--- src/rtl/cntr_ctrl_pkg.sv ---
// Shared definitions for the counter controller: FSM states, register map,
// CTRL/STATUS bit positions and a byte-lane merge helper.
package cntr_ctrl_pkg;

  localparam int unsigned DATA_W   = 32;
  localparam int unsigned SEL_W    = DATA_W / 8;
  localparam int unsigned OFF_W    = 5;
  localparam int unsigned OEB_W    = 38;
  localparam int unsigned OEB_HI_W = OEB_W - DATA_W;
  localparam int unsigned IRQ_W    = 3;

  // Highest byte offset inside the register window
  localparam logic [DATA_W-1:0] WIN_SPAN = 32'h0000_0014;

  localparam logic [OFF_W-1:0] OFF_CTRL   = 5'h00;
  localparam logic [OFF_W-1:0] OFF_LOAD   = 5'h04;
  localparam logic [OFF_W-1:0] OFF_CMP    = 5'h08;
  localparam logic [OFF_W-1:0] OFF_STATUS = 5'h0C;
  localparam logic [OFF_W-1:0] OFF_OEB_LO = 5'h10;
  localparam logic [OFF_W-1:0] OFF_OEB_HI = 5'h14;

  localparam int unsigned CTRL_START   = 0;
  localparam int unsigned CTRL_STOP    = 1;
  localparam int unsigned CTRL_ONESHOT = 2;
  localparam int unsigned CTRL_IRQ_EN  = 3;

  localparam int unsigned STAT_STATE_LSB = 0;
  localparam int unsigned STAT_MATCH     = 2;

  typedef enum logic [1:0] {
    ST_IDLE = 2'd0,
    ST_LOAD = 2'd1,
    ST_RUN  = 2'd2,
    ST_DONE = 2'd3
  } state_e;

  // Persistent CTRL bits (START/STOP are strobes and are not stored)
  typedef struct packed {
    logic irq_en;
    logic oneshot;
  } ctrl_t;

  // Replace the byte lanes of cur selected by sel with those of wr
  function automatic logic [DATA_W-1:0] merge_bytes(input logic [DATA_W-1:0] cur,
                                                    input logic [DATA_W-1:0] wr,
                                                    input logic [SEL_W-1:0]  sel);
    logic [DATA_W-1:0] res;
    res = cur;
    for (int b = 0; b < int'(SEL_W); b++) begin
      if (sel[b]) res[8*b +: 8] = wr[8*b +: 8];
    end
    return res;
  endfunction

endpackage

--- src/rtl/cntr_ctrl_if.sv ---
// Wishbone classic slave bus bundle for the counter controller.
// Signals: cyc/stb/we/adr/dat_i/sel from the master, dat_o/ack from the slave.
interface cntr_ctrl_if;
  import cntr_ctrl_pkg::*;

  logic              wbs_cyc_i;
  logic              wbs_stb_i;
  logic              wbs_we_i;
  logic [DATA_W-1:0] wbs_adr_i;
  logic [DATA_W-1:0] wbs_dat_i;
  logic [SEL_W-1:0]  wbs_sel_i;
  logic [DATA_W-1:0] wbs_dat_o;
  logic              wbs_ack_o;

  modport master (
    output wbs_cyc_i, wbs_stb_i, wbs_we_i, wbs_adr_i, wbs_dat_i, wbs_sel_i,
    input  wbs_dat_o, wbs_ack_o
  );

  modport slave (
    input  wbs_cyc_i, wbs_stb_i, wbs_we_i, wbs_adr_i, wbs_dat_i, wbs_sel_i,
    output wbs_dat_o, wbs_ack_o
  );

endinterface

--- src/rtl/cntr_ctrl_regs.sv ---
// Wishbone decode and register file for the counter controller.
// Ports:
//   clk, rst_n   - clock, synchronous active-low reset
//   wb           - Wishbone slave bus
//   state        - current FSM state (read back through STATUS)
//   match_set_c  - compare hit this cycle, sets sticky MATCH
//   start_c/stop_c - CTRL START/STOP write strobes (combinational)
//   ctrl         - ONESHOT / IRQ_EN
//   load_val, cmp_val, oeb - LOAD, CMP and pad output-enable registers
//   irq          - registered MATCH & IRQ_EN
module cntr_ctrl_regs
  import cntr_ctrl_pkg::*;
#(
  parameter logic [DATA_W-1:0] BASE_ADDR = 32'h3000_0000
) (
  input  logic              clk,
  input  logic              rst_n,
  cntr_ctrl_if.slave        wb,
  input  state_e            state,
  input  logic              match_set_c,
  output logic              start_c,
  output logic              stop_c,
  output ctrl_t             ctrl,
  output logic [DATA_W-1:0] load_val,
  output logic [DATA_W-1:0] cmp_val,
  output logic [OEB_W-1:0]  oeb,
  output logic              irq
);

  logic                ack_q;
  logic [DATA_W-1:0]   dat_q;
  logic [DATA_W-1:0]   load_q, load_d;
  logic [DATA_W-1:0]   cmp_q, cmp_d;
  logic [DATA_W-1:0]   oeb_lo_q, oeb_lo_d;
  logic [OEB_HI_W-1:0] oeb_hi_q, oeb_hi_d;
  ctrl_t               ctrl_q, ctrl_d;
  logic                match_q, match_d;
  logic                irq_q;

  logic                req_c, in_win_c, wr_c, rd_c;
  logic [DATA_W-1:0]   off_c, rdata_c;
  logic [OFF_W-1:0]    reg_off_c;

  // A new request is one seen while ack is low, so ack can never repeat
  assign req_c     = wb.wbs_cyc_i & wb.wbs_stb_i & ~ack_q;
  assign off_c     = wb.wbs_adr_i - BASE_ADDR;
  assign in_win_c  = (off_c <= WIN_SPAN);
  assign reg_off_c = off_c[OFF_W-1:0];
  assign wr_c      = req_c & in_win_c & wb.wbs_we_i;
  assign rd_c      = req_c & ~wb.wbs_we_i;

  // Read mux; anything outside the window or on an unused offset reads 0
  always_comb begin
    rdata_c = '0;
    if (in_win_c) begin
      case (reg_off_c)
        OFF_CTRL: begin
          rdata_c[CTRL_ONESHOT] = ctrl_q.oneshot;
          rdata_c[CTRL_IRQ_EN]  = ctrl_q.irq_en;
        end
        OFF_LOAD:   rdata_c = load_q;
        OFF_CMP:    rdata_c = cmp_q;
        OFF_STATUS: begin
          rdata_c[STAT_STATE_LSB +: 2] = state;
          rdata_c[STAT_MATCH]          = match_q;
        end
        OFF_OEB_LO: rdata_c = oeb_lo_q;
        OFF_OEB_HI: rdata_c[OEB_HI_W-1:0] = oeb_hi_q;
        default:    rdata_c = '0;
      endcase
    end
  end

  // Register write decode and START/STOP strobes
  always_comb begin
    load_d   = load_q;
    cmp_d    = cmp_q;
    oeb_lo_d = oeb_lo_q;
    oeb_hi_d = oeb_hi_q;
    ctrl_d   = ctrl_q;
    match_d  = match_q;
    start_c  = 1'b0;
    stop_c   = 1'b0;
    if (wr_c) begin
      case (reg_off_c)
        OFF_CTRL: begin
          if (wb.wbs_sel_i[0]) begin
            ctrl_d.oneshot = wb.wbs_dat_i[CTRL_ONESHOT];
            ctrl_d.irq_en  = wb.wbs_dat_i[CTRL_IRQ_EN];
            start_c        = wb.wbs_dat_i[CTRL_START];
            stop_c         = wb.wbs_dat_i[CTRL_STOP];
          end
        end
        OFF_LOAD:   load_d   = merge_bytes(load_q, wb.wbs_dat_i, wb.wbs_sel_i);
        OFF_CMP:    cmp_d    = merge_bytes(cmp_q, wb.wbs_dat_i, wb.wbs_sel_i);
        OFF_STATUS: begin
          if (wb.wbs_sel_i[0] && wb.wbs_dat_i[STAT_MATCH]) match_d = 1'b0;
        end
        OFF_OEB_LO: oeb_lo_d = merge_bytes(oeb_lo_q, wb.wbs_dat_i, wb.wbs_sel_i);
        OFF_OEB_HI: begin
          if (wb.wbs_sel_i[0]) oeb_hi_d = wb.wbs_dat_i[OEB_HI_W-1:0];
        end
        default: ;
      endcase
    end
    // A new match overrides a simultaneous W1C
    if (match_set_c) match_d = 1'b1;
  end

  // Register state and bus response
  always_ff @(posedge clk) begin
    if (!rst_n) begin
      ack_q    <= 1'b0;
      dat_q    <= '0;
      load_q   <= '0;
      cmp_q    <= '1;
      oeb_lo_q <= '1;
      oeb_hi_q <= '1;
      ctrl_q   <= '0;
      match_q  <= 1'b0;
      irq_q    <= 1'b0;
    end else begin
      ack_q    <= req_c;
      dat_q    <= rd_c ? rdata_c : '0;
      load_q   <= load_d;
      cmp_q    <= cmp_d;
      oeb_lo_q <= oeb_lo_d;
      oeb_hi_q <= oeb_hi_d;
      ctrl_q   <= ctrl_d;
      match_q  <= match_d;
      irq_q    <= match_d & ctrl_d.irq_en;
    end
  end

  assign wb.wbs_ack_o = ack_q;
  assign wb.wbs_dat_o = dat_q;
  assign ctrl         = ctrl_q;
  assign load_val     = load_q;
  assign cmp_val      = cmp_q;
  assign oeb          = {oeb_hi_q, oeb_lo_q};
  assign irq          = irq_q;

endmodule

--- src/rtl/cntr_ctrl.sv ---
// Counter controller: Wishbone-programmed FSM that loads, enables and
// compares an external counter datapath.
// Ports:
//   wb_clk_i, wb_rst_ni - clock, synchronous active-low reset
//   wb                  - Wishbone slave bus
//   cnt_val_i           - current external counter value
//   cnt_en_o            - count enable (RUN only)
//   cnt_load_o          - one-cycle load strobe, cnt_load_val_o its value
//   io_oeb_o            - pad output-enable bar
//   user_irq_o          - bit 0 is MATCH & IRQ_EN, others tied low
module cntr_ctrl
  import cntr_ctrl_pkg::*;
#(
  parameter logic [DATA_W-1:0] BASE_ADDR = 32'h3000_0000
) (
  input  logic              wb_clk_i,
  input  logic              wb_rst_ni,
  cntr_ctrl_if.slave        wb,
  input  logic [DATA_W-1:0] cnt_val_i,
  output logic              cnt_en_o,
  output logic              cnt_load_o,
  output logic [DATA_W-1:0] cnt_load_val_o,
  output logic [OEB_W-1:0]  io_oeb_o,
  output logic [IRQ_W-1:0]  user_irq_o
);

  state_e            state_q, state_d;
  logic              start_c, stop_c, match_c;
  ctrl_t             ctrl;
  logic [DATA_W-1:0] load_val, cmp_val;
  logic              irq;
  logic              en_q, load_q;

  cntr_ctrl_regs #(
    .BASE_ADDR (BASE_ADDR)
  ) u_regs (
    .clk         (wb_clk_i),
    .rst_n       (wb_rst_ni),
    .wb          (wb),
    .state       (state_q),
    .match_set_c (match_c),
    .start_c     (start_c),
    .stop_c      (stop_c),
    .ctrl        (ctrl),
    .load_val    (load_val),
    .cmp_val     (cmp_val),
    .oeb         (io_oeb_o),
    .irq         (irq)
  );

  assign match_c = (state_q == ST_RUN) && (cnt_val_i == cmp_val);

  // Next-state logic; STOP takes priority over everything
  always_comb begin
    state_d = state_q;
    if (stop_c) begin
      state_d = ST_IDLE;
    end else begin
      case (state_q)
        ST_IDLE, ST_DONE: if (start_c) state_d = ST_LOAD;
        ST_LOAD:          state_d = ST_RUN;
        ST_RUN:           if (match_c) state_d = ctrl.oneshot ? ST_DONE : ST_LOAD;
        default:          state_d = ST_IDLE;
      endcase
    end
  end

  // State register; enable and load strobe are registered from the next state
  always_ff @(posedge wb_clk_i) begin
    if (!wb_rst_ni) begin
      state_q <= ST_IDLE;
      en_q    <= 1'b0;
      load_q  <= 1'b0;
    end else begin
      state_q <= state_d;
      en_q    <= (state_d == ST_RUN);
      load_q  <= (state_d == ST_LOAD);
    end
  end

  assign cnt_en_o       = en_q;
  assign cnt_load_o     = load_q;
  assign cnt_load_val_o = load_val;
  assign user_irq_o     = {{(IRQ_W-1){1'b0}}, irq};

endmodule
--- src/flat_wrapper.sv ---
// flat-port wrapper written by rule: the top's interface ports become plain ports
module cntr_ctrl_flat import cntr_ctrl_pkg::*;
#(
  parameter logic [DATA_W-1:0] BASE_ADDR = 32'h3000_0000
)
  (wb_clk_i, wb_rst_ni, cnt_val_i, cnt_en_o, cnt_load_o, cnt_load_val_o, io_oeb_o, user_irq_o, wb_wbs_cyc_i, wb_wbs_stb_i, wb_wbs_we_i, wb_wbs_adr_i, wb_wbs_dat_i, wb_wbs_sel_i, wb_wbs_dat_o, wb_wbs_ack_o);
  cntr_ctrl_if wb_i ();
  input  logic wb_clk_i;
  input  logic wb_rst_ni;
  input  logic [DATA_W-1:0] cnt_val_i;
  output logic cnt_en_o;
  output logic cnt_load_o;
  output logic [DATA_W-1:0] cnt_load_val_o;
  output logic [OEB_W-1:0] io_oeb_o;
  output logic [IRQ_W-1:0] user_irq_o;
  input wire logic [$bits(wb_i.wbs_cyc_i)-1:0] wb_wbs_cyc_i;
  input wire logic [$bits(wb_i.wbs_stb_i)-1:0] wb_wbs_stb_i;
  input wire logic [$bits(wb_i.wbs_we_i)-1:0] wb_wbs_we_i;
  input wire logic [$bits(wb_i.wbs_adr_i)-1:0] wb_wbs_adr_i;
  input wire logic [$bits(wb_i.wbs_dat_i)-1:0] wb_wbs_dat_i;
  input wire logic [$bits(wb_i.wbs_sel_i)-1:0] wb_wbs_sel_i;
  output wire logic [$bits(wb_i.wbs_dat_o)-1:0] wb_wbs_dat_o;
  output wire logic [$bits(wb_i.wbs_ack_o)-1:0] wb_wbs_ack_o;
  assign wb_i.wbs_cyc_i = wb_wbs_cyc_i;
  assign wb_i.wbs_stb_i = wb_wbs_stb_i;
  assign wb_i.wbs_we_i = wb_wbs_we_i;
  assign wb_i.wbs_adr_i = wb_wbs_adr_i;
  assign wb_i.wbs_dat_i = wb_wbs_dat_i;
  assign wb_i.wbs_sel_i = wb_wbs_sel_i;
  assign wb_wbs_dat_o = wb_i.wbs_dat_o;
  assign wb_wbs_ack_o = wb_i.wbs_ack_o;
  cntr_ctrl #(.BASE_ADDR(BASE_ADDR)) u_core (.wb_clk_i(wb_clk_i), .wb_rst_ni(wb_rst_ni), .wb(wb_i), .cnt_val_i(cnt_val_i), .cnt_en_o(cnt_en_o), .cnt_load_o(cnt_load_o), .cnt_load_val_o(cnt_load_val_o), .io_oeb_o(io_oeb_o), .user_irq_o(user_irq_o));
endmodule
--- config.mk ---
export PLATFORM = sky130hd
export DESIGN_NAME = cntr_ctrl_flat
export DESIGN_NICKNAME = d
export VERILOG_FILES = /design/src/rtl/cntr_ctrl_pkg.sv /design/src/rtl/cntr_ctrl_if.sv /design/src/rtl/cntr_ctrl_regs.sv /design/src/rtl/cntr_ctrl.sv /design/src/flat_wrapper.sv
export SDC_FILE = /design/constraint.sdc
export NUM_CORES = 1
export LEC_CHECK = 0
export ABC_AREA = 0
export BUFFER_PORTS_ARGS = -buffer_cell sky130_fd_sc_hd__buf_2
export CORE_ASPECT_RATIO = 1.25
export CORE_UTILIZATION = 35
export CTS_BUF_LIST = sky130_fd_sc_hd__clkbuf_8
export DETAILED_ROUTE_END_ITERATION = 10
export PLACE_DENSITY_LB_ADDON = 0.15
export SETUP_SLACK_MARGIN = 0.02
export SLEW_MARGIN = 40
export SYNTH_ARGS = -nofsm -noshare
export SYNTH_HDL_FRONTEND = slang
export SYNTH_SLANG_ARGS = --single-unit
--- constraint.sdc ---
create_clock -name wb_clk_i -period 1.9 [get_ports wb_clk_i]
set_input_delay 0.38 -clock wb_clk_i [delete_from_list [all_inputs] [get_ports wb_clk_i]]
set_output_delay 0.38 -clock wb_clk_i [all_outputs]
set_load 0.005 [all_outputs]
==> flow_summary.toml, run 1 <==
[global_routing]
grt_pass1_wl_um = 32500
grt_max_degree = 72
grt_pass1_vias = 5976
grt_overflow = 0
grt_usage_pct = 23.7
use_met1_pct = 29.1
busiest_layer = "met2"
antenna_found_initial = 0
grt_util_met3_pct = 5.19
grtUsageMet2_pct = 40.5

[worst_setup_path]
r2r_slack_ns = 0.11
r2r-start = "u_core.u_regs.cmp_val[15]$_SDFFE_PN1P_"
crit_slowest_cell = "dfxtp_1"
required_ns = 2.29
cp-start-kind = "register"
reg2reg_to = "u_core.cnt_load_o$_SDFF_PN0_"
endpoint_kind = "register"
worstSetupPathType = "reg2reg"
cp_max_fo = 4
critical_path_arrival_ns = 2.17
crit_top_cell = "nand4_1"
crit_chain = "xnor2_2, nand4_1, nor4_1, buf_4, nand4_1, a311oi_2, o21a_1"
critPathMaxStageDelay_ns = 0.35
reg2reg_depth = 7

[route]
vias = 5947
wl_um = 20700
drtIter0Drc = 541
viasPerCell = 5.17
final_antenna_net_count = 0
drc = 0
first_pass_iters = 6
wl_per_cell_um = 18.0

[synth]
synth_top_cell_area_share_pct = 46.6
ys_warn_count = 0
yosys-top-cells-area = "dfxtp_1, nand2_1, o211ai_1"
synth-seq-cells = 143
synth-main-ff-cell = "dfxtp_1"
synth_top_cells_by_count = "nand2_1, dfxtp_1, o211ai_1"
async_flop_share_pct = 0
synth.yosys.seq_area_share_pct = 46.6
synthMostInstantiatedCell = "nand2_1"
synth_area_per_cell_um2 = 9.11
synth_area_um2 = 6150
synth-edff-count = 0
syn_inst = 675
synth_cell_types = 45
synth_area_leader_cell = "dfxtp_1"

[floorplan]
core-area_um2 = 17000
initial_utilization_pct = 36.2
ios = 213
die_w_um = 121
die_area_um2 = 18100
num_rows = 53
die_h_um = 150

[timing]
fin_skew_ns = 0.0159
worst_pin_slew_ns = 0.735
finalSetupViolCount = 0
period_needed_ns = 1.79
fmaxAchievable_mhz = 560
slew_violations = 0
fin_crit_sh_pct = 94.0
slew-limit-headroom_pct = 51.0
fin_hold_ws_ns = 0.188
rsz0062_at_grt = "yes"
hold_viol = 0

[pwr]
p_switching_mw = 1.46
intPower_mw = 4.44
pwr-share-clk_pct = 41.4
switching_share_pct = 24.8
powerDensity_nw_per_um2 = 710
ir_worst_vdd_mv = 0.347
seqPwrFrac_pct = 50.9
leakagePower_nw = 3.71
combinationalPowerShare_pct = 7.7

[cells_and_area]
diodes = 0
seq_area_um2 = 2860
drive_gt1_share_pct = 36.6
finalInstanceArea_um2 = 8310
syn_to_final_growth_pct = 35.3
multi_input_area_um2 = 3150
nNetsFinal = 1024
fillers = 1745

[cts]
clockBufferDepth = 2
cts.sinks = 143
ctsHtreeMaxLevel = 4
postCtsHoldBufs = 0
cts_root_buffer = "clkbuf_8"
numCtsBuffers = 17
clk_pin_slew_worst_paths_ns = 0.09
clock_latency_ns = 0.45
cts_tree = "built"

[place]
hpwl_um = 15400
gp_congestion = 0.835
placed_area_um2 = 7850
portBuffers = 210

[status]
status = "finished clean"

[worst_hold_path]
hp-start = "wb_wbs_dat_i[10]"
hold_end = "u_core.u_regs.load_val[10]$_SDFFE_PN0P_"
hold_class = "in2reg"
whs_path_depth = 3

[run]
cap_violations = 0
## registers in the layout, indices dropped and copies added (netlist names), 2 cells and up
signal and flops:
u_core.state_q 2, u_core.u_regs.ctrl 2, u_core.u_regs.oeb_lo_q 32, u_core.u_regs.oeb_hi_q 6, u_core.u_regs.load_val 32, u_core.u_regs.cmp_val 32
u_core.u_regs.wb.wbs_dat_o 32
## power groups by stage
stage	sequential [mW]	combinational [mW]	clock, mW
CTS	3.01	0.449	2.52
global route	3.01	0.492	2.65
detailed placement	3.08	0.447	0
finish	3.01	0.455	2.44
global placement	3.08	0.449	0
floorplan	3.07	0.200	0
## critical path: cells and delay by family, from the launching register on
| kind | cells | cell delay (ns) |
|---|---|---|
| flops | 1 | 0.35 |
| compound gates | 2 | 0.46 |
| simple gates | 3 | 0.53 |
| buf+inv | 1 | 0.17 |
| xor+xnor | 1 | 0.23 |
## worst max-delay path by stage
stage	startpoint	to	slack, ns	cells past startpoint
global route	u_core.u_regs.cmp_val[10]$_SDFFE_PN1P_	u_core.cnt_en_o$_SDFF_PN0_	0.001	6
detailed placement	wb_wbs_adr_i[6]	u_core.u_regs.irq$_SDFF_PN0_	-0.32	9
global placement	wb_wbs_adr_i[6]	u_core.u_regs.irq$_SDFF_PN0_	-0.30	9
floorplan	wb_wbs_adr_i[14]	u_core.u_regs.oeb_hi_q[0]$_SDFFE_PN1P_	-0.04	7
CTS	u_core.u_regs.cmp_val[22]$_SDFFE_PN1P_	u_core.cnt_load_o$_SDFF_PN0_	0.03	7
finish	u_core.u_regs.cmp_val[15]$_SDFFE_PN1P_	u_core.cnt_load_o$_SDFF_PN0_	0.11	7
## cell families after synthesis
logic type | Yosys count | synth area share, %
muxes | 14 | 2.36
other | 1 | 0.0610
xor gates and xnor gates | 32 | 4.56
AOI/OAI and AO/OA | 130 | 17.2
and+or+nand+nor | 300 | 24.9
adders and majority gates | 2 | 0.407
DFF | 143 | 46.6
buffers and inverters | 53 | 3.91
## per-layer routing
layer	up-vias	routed length [um]
li1	2901	-
met2	229	10500
met1	2794	8590
met5	-	0
met3	23	1320
met4	0	306
## per-stage QoR
stage | cells | setup slack (ns) | power (mW) | utilization, % | TNS (ns)
finish | 1150 | 0.115 | 5.91 | 49.0 | 0
global placement | 1117 | -0.297 | 3.53 | 46.3 | -24.82
global route | 1150 | 0.00140 | 6.15 | 49.0 | 0
floorplan | 676 | -0.0382 | 3.27 | - | -1.43
detailed placement | 1117 | -0.323 | 3.52 | 46.3 | -24.38
CTS | 1149 | 0.0295 | 5.97 | 48.6 | 0
## what timing repair did
item	4_1_cts	5_1_grt
setup endpoints to repair	2	3
gates resized for setup	1	7
setup buffers	0	1
pin swaps	1	1
## cell usage in the layout, fill, tap and decap left out, types with 3 or more instances in the layout
master | Yosys | routed
nor2_1 | 39 | 38
nor4_2 | 0 | 3
a21oi_1 | 3 | 3
a22o_1 | 4 | 4
inv_6 | 0 | 3
o21a_1 | 3 | 3
xnor2_1 | 28 | 22
nor3_1 | 5 | 4
and3_1 | 8 | 7
buf_2 | 18 | 210
buf_12 | 0 | 9
nor4_4 | 4 | 5
clkinv_2 | 0 | 4
a222oi_1 | 30 | 30
nand4_1 | 8 | 8
a21boi_1 | 9 | 9
dfxtp_1 | 143 | 143
xor2_1 | 4 | 4
nand3_4 | 10 | 10
inv_1 | 5 | 6
nor2b_1 | 3 | 3
a21boi_0 | 23 | 23
nand2_1 | 169 | 169
nand3_1 | 37 | 36
mux2_2 | 4 | 4
buf_4 | 3 | 51
mux2i_1 | 10 | 10
clkbuf_8 | 0 | 19
xnor2_2 | 0 | 6
o211ai_1 | 48 | 48
## final cells by class
class / count / area share (%)
inverters: 5 / 0.226
well taps: 220 / 3.31
clock inverters: 13 / 1.63
repair buffers: 270 / 19.4
multi-input cells: 480 / 37.8
clock buffers: 19 / 3.15
flip-flops and latches: 143 / 34.4
(Power assumes the default switching activity.)
==> run 2, diff against run 1 <==
--- a/config.mk
+++ b/config.mk
@@ -8,8 +8,8 @@
 export ABC_AREA = 0
 export BUFFER_PORTS_ARGS = -buffer_cell sky130_fd_sc_hd__buf_2
 export CORE_ASPECT_RATIO = 1.25
-export CORE_UTILIZATION = 35
-export CTS_BUF_LIST = sky130_fd_sc_hd__clkbuf_8
+export CORE_UTILIZATION = 45
+export CTS_BUF_LIST = sky130_fd_sc_hd__clkbuf_8 sky130_fd_sc_hd__clkbuf_16
 export DETAILED_ROUTE_END_ITERATION = 10
 export PLACE_DENSITY_LB_ADDON = 0.15
 export SETUP_SLACK_MARGIN = 0.02
==> flow_summary.toml, run 2 (synthesis gave the netlist of run 1 again) <==
[status]
status = "finished clean"

[cells_and_area]
nNetsFinal = 1018
stdcell_count = 1095
fillers = 1150
final_common_cell = "buf_2"
layout_common_cells = "buf_2, nand2_1, dfxtp_1"
syn_to_final_growth_pct = 39.1
diodes = 0
drive_gt1_share_pct = 38.5
multi_input_area_um2 = 3220
seq_area_um2 = 2880

[floorplan]
ios = 213
die_w_um = 107
initial_utilization_pct = 46.2
die_area_um2 = 14100
num_rows = 47
die_h_um = 133
core-area_um2 = 13300

[worst_setup_path]
worstSetupPathType = "reg2reg"
r2r_slack_ns = 0.03
crit_slowest_cell = "nor4_4"
cp-start-kind = "register"
crit_chain = "and4b_1, nand2_2, buf_6, nor4_4, buf_4, mux2i_1, nor2b_1, and2_1"
required_ns = 2.21
endpoint_kind = "register"
critPathMaxStageDelay_ns = 0.36
critical_path_arrival_ns = 2.18
cp_max_fo = 4

[route]
drc = 0
drtIter0Drc = 560
wl_um = 20200
viasPerCell = 5.64
vias = 6171
first_pass_iters = 8
final_antenna_net_count = 0
wl_per_cell_um = 18.5

[global_routing]
grt_usage_pct = 28.8
grt_pass1_vias = 6219
grt_max_degree = 100
antenna_found_initial = 1
grt_pass1_wl_um = 31700
grt_overflow = 0

[cts]
ctsHtreeMaxLevel = 4
cts_root_buffer = "clkbuf_16"
numCtsBuffers = 17
clk_pin_slew_worst_paths_ns = 0.06
clockBufferDepth = 2
postCtsHoldBufs = 0
clock_latency_ns = 0.42
cts_tree = "built"
cts.sinks = 143

[timing]
setup_slack_ns = 0.0342
fin_hold_ws_ns = 0.217
fmaxAchievable_mhz = 536
period_needed_ns = 1.87
slew_violations = 0
fin_skew_ns = 0.00996
fin_crit_sh_pct = 98.2
rsz0062_at_grt = "yes"
finalSetupViolCount = 0
hold_viol = 0

[run]
cap_violations = 0

[pwr]
leakagePower_nw = 3.83
combinationalPowerShare_pct = 6.7
total_power_mw = 7.02
pwr-share-clk_pct = 50.4
intPower_mw = 5.45
seqPwrFrac_pct = 42.9
ir_worst_vdd_mv = 0.612
switching_share_pct = 22.4
powerDensity_nw_per_um2 = 821
p_switching_mw = 1.57

[worst_hold_path]
hold_class = "in2reg"

[place]
portBuffers = 210
dpl.cell_count = 1060
hpwl_um = 14600
gp_congestion = 0.916
pre_cts_ws_ns = -0.385
==> run 2: metal layers <==
| layer | vias up | wire (um) | GRT usage (%) |
|---|---|---|---|
| met5 | - | 13 | 0 |
| met4 | 2 | 518 | 11.2 |
| met3 | 52 | 1560 | 7.29 |
| met2 | 297 | 10400 | 50.5 |
| met1 | 2931 | 7670 | 33.4 |
| li1 | 2889 | - | - |
==> run 2: critical path, delay by kind of cell, from the launching register on <==
family	cells	cell delay, ns
buffers and inverters	2	0.31
DFF	1	0.31
muxes	1	0.20
and+or+nand+nor	5	0.93
==> run 2: power groups by stage <==
stage / registers, mW / logic (mW) / clock network (mW)
floorplan: 3.07 / 0.200 / 0
global placement: 3.08 / 0.425 / 0
detailed placement: 3.08 / 0.433 / 0
CTS: 3.01 / 0.439 / 3.58
global route: 3.01 / 0.503 / 3.73
finish: 3.01 / 0.470 / 3.54
==> run 2: path summary, 6_finish.rpt <==
check / from / endpoint / cells after the start
hold reg to reg: u_core.u_regs.load_val[29]$_SDFFE_PN0P_ / u_core.u_regs.load_val[29]$_SDFFE_PN0P_ / 2
hold / removal: wb_wbs_dat_i[15] / u_core.u_regs.load_val[15]$_SDFFE_PN0P_ / 3
setup reg to reg: u_core.u_regs.wb.wbs_ack_o$_SDFF_PN0_ / u_core.u_regs.irq$_SDFF_PN0_ / 8
setup / recovery: u_core.u_regs.wb.wbs_ack_o$_SDFF_PN0_ / u_core.u_regs.irq$_SDFF_PN0_ / 8
==> run 2: per-stage QoR <==
stage / util [%] / TNS [ns] / instance area (um2)
detailed placement: 58.2 / -27.18 / 7730
floorplan: - / -1.43 / 6180
global route: 64.3 / -0.127 / 8550
global placement: 58.2 / -23.22 / 7730
CTS: 62.9 / 0 / 8360
finish: 64.3 / 0 / 8550
==> run 2: area by class of cell <==
class / instances / share of cell area (%)
multi-input cells: 480 / 37.7
flip-flops and latches: 143 / 33.6
repair buffers: 264 / 18.6
clock buffers: 18 / 5.14
well taps: 171 / 2.50
clock inverters: 14 / 2.21
inverters: 5 / 0.220
==> run 2: repair_timing <==
action | in CTS | in global routing
gates resized for setup | 1 | 38
buffers inserted | 0 | 3
endpoints found under the setup margin | 1 | 28
pin swaps | 0 | 12
cloned | 0 | 0
==> run 3, diff against run 2 <==
--- a/config.mk
+++ b/config.mk
@@ -7,7 +7,6 @@
 export LEC_CHECK = 0
 export ABC_AREA = 0
 export BUFFER_PORTS_ARGS = -buffer_cell sky130_fd_sc_hd__buf_2
-export CORE_ASPECT_RATIO = 1.25
 export CORE_UTILIZATION = 45
 export CTS_BUF_LIST = sky130_fd_sc_hd__clkbuf_8 sky130_fd_sc_hd__clkbuf_16
 export DETAILED_ROUTE_END_ITERATION = 10
==> flow_summary.toml, run 3 (synthesis gave the netlist of run 1 again) <==
[place]
hpwl_um = 14300
gp_congestion = 0.888
dpl.cell_count = 1067
placed_area_um2 = 7700
portBuffers = 210

[pwr]
switching_share_pct = 21.8
ir_worst_vdd_mv = 0.606
seqPwrFrac_pct = 42.3
combinationalPowerShare_pct = 6.4
pwr-share-clk_pct = 51.3
powerDensity_nw_per_um2 = 838
leakagePower_nw = 3.79
total_power_mw = 7.12
p_switching_mw = 1.55
intPower_mw = 5.57

[timing]
fin_crit_sh_pct = 98.2
slew_violations = 0
finalSetupViolCount = 0
fin_skew_ns = 0.00585
slew-limit-headroom_pct = 60.1
worst_pin_slew_ns = 0.598
hold_viol = 0
fmaxAchievable_mhz = 536
period_needed_ns = 1.87

[route]
wl_um = 19700
vias = 6125
drc = 0
viasPerCell = 5.55
drtIter0Drc = 619
wl_per_cell_um = 17.8
final_antenna_net_count = 0
first_pass_iters = 6

[cts]
postCtsHoldBufs = 0
clk_pin_slew_worst_paths_ns = 0.06
numCtsBuffers = 17
cts_root_buffer = "clkbuf_16"
ctsHtreeMaxLevel = 4
cts_tree = "built"
clockBufferDepth = 2
clock_latency_ns = 0.42
cts.sinks = 143

[global_routing]
grt_pass1_wl_um = 30900
grt_pass1_vias = 5857
grt_max_degree = 63
grt_usage_pct = 28.4
antenna_found_initial = 1
grt_overflow = 0

[run]
cap_violations = 0

[worst_setup_path]
crit_chain = "xnor2_1, nand4_1, nor4_2, a311o_1, o22ai_2, o21a_1"
critPathMaxStageDelay_ns = 0.33
worstSetupPathType = "reg2reg"
crit_slowest_cell = "dfxtp_1"
endpoint_kind = "register"
required_ns = 2.21
critical_path_arrival_ns = 2.17
cp_max_fo = 3
cp-start-kind = "register"

[floorplan]
core-area_um2 = 13300
die_area_um2 = 14100
num_rows = 42
die_w_um = 119
initial_utilization_pct = 46.2
ios = 213
die_h_um = 119

[cells_and_area]
nNetsFinal = 1019
syn_to_final_growth_pct = 38.1
final_common_cell = "buf_2"
stdcell_count = 1103
finalInstanceArea_um2 = 8490
drive_gt1_share_pct = 38.2
fillers = 1154
layout_common_cells = "buf_2, nand2_1, dfxtp_1"

[status]
status = "finished clean"

[worst_hold_path]
hold_class = "in2reg"
-- run 3: cell type report --
cell class / instances / area [um2] / area share, %
antenna: 2 / 5.00 / 0.0590
tap: 176 / 220 / 2.59
clock inverter: 14 / 215 / 2.53
clock buffer: 18 / 439 / 5.17
timing repair buffer: 265 / 1530 / 18.0
multi-input combinational: 480 / 3190 / 37.6
sequential: 143 / 2870 / 33.8
inverter: 5 / 18.8 / 0.221
-- run 3: final timing paths --
check	startpoint	to	slack (ns)	cells after the start
worst max-delay path	u_core.u_regs.cmp_val[5]$_SDFFE_PN1P_	u_core.cnt_load_o$_SDFF_PN0_	0.03	6
worst min-delay path	wb_wbs_dat_i[21]	u_core.u_regs.load_val[21]$_SDFFE_PN0P_	0.22	3
worst max register to register	u_core.u_regs.cmp_val[5]$_SDFFE_PN1P_	u_core.cnt_load_o$_SDFF_PN0_	0.03	6
worst min register to register	u_core.u_regs.load_val[15]$_SDFFE_PN0P_	u_core.u_regs.load_val[15]$_SDFFE_PN0P_	0.47	2
-- run 3: what timing repair did --
action	CTS	global route
setup buffers	0	2
gates resized for setup	8	17
pin swaps	4	6
setup endpoints to repair	19	31
-- run 3: power groups by stage --
stage	Sequential, mW	Clock [mW]	Combinational (mW)
after floorplan	3.07	0	0.200
after global placement	3.08	0	0.426
after detailed placement	3.08	0	0.433
after CTS	3.01	3.69	0.440
after global routing	3.01	3.82	0.494
final	3.01	3.65	0.457
-- run 3: through the flow --
step	hold WS, ns	TNS (ns)	util [%]	setup slack (ns)
CTS	0.208	0	63.2	0.0427
floorplan	0.459	-1.43	-	-0.0382
finish	0.220	0	63.9	0.0340
global placement	0.452	-32.06	57.9	-0.402
detailed placement	0.462	-36.50	57.9	-0.462
global route	0.217	-0.0405	63.8	-0.0405
-- run 3: worst max-delay path, delay by kind of cell, from the launching register on --
| family | cells | cell delay [ns] |
|---|---|---|
| AOI/OAI and AO/OA | 3 | 0.55 |
| DFF | 1 | 0.33 |
| and+or+nand+nor | 2 | 0.57 |
| xor gates and xnor gates | 1 | 0.30 |
-- run 3: routing by layer --
| layer | share of wire, % | global-route usage [%] | vias to the layer above |
|---|---|---|---|
| met2 | 47 | 45.0 | 291 |
| met1 | 43 | 37.1 | 2890 |
| li1 | - | - | 2901 |
| met3 | 8.0 | 6.75 | 43 |
| met4 | 2.5 | 11.5 | 0 |
| met5 | 0 | 0 | - |
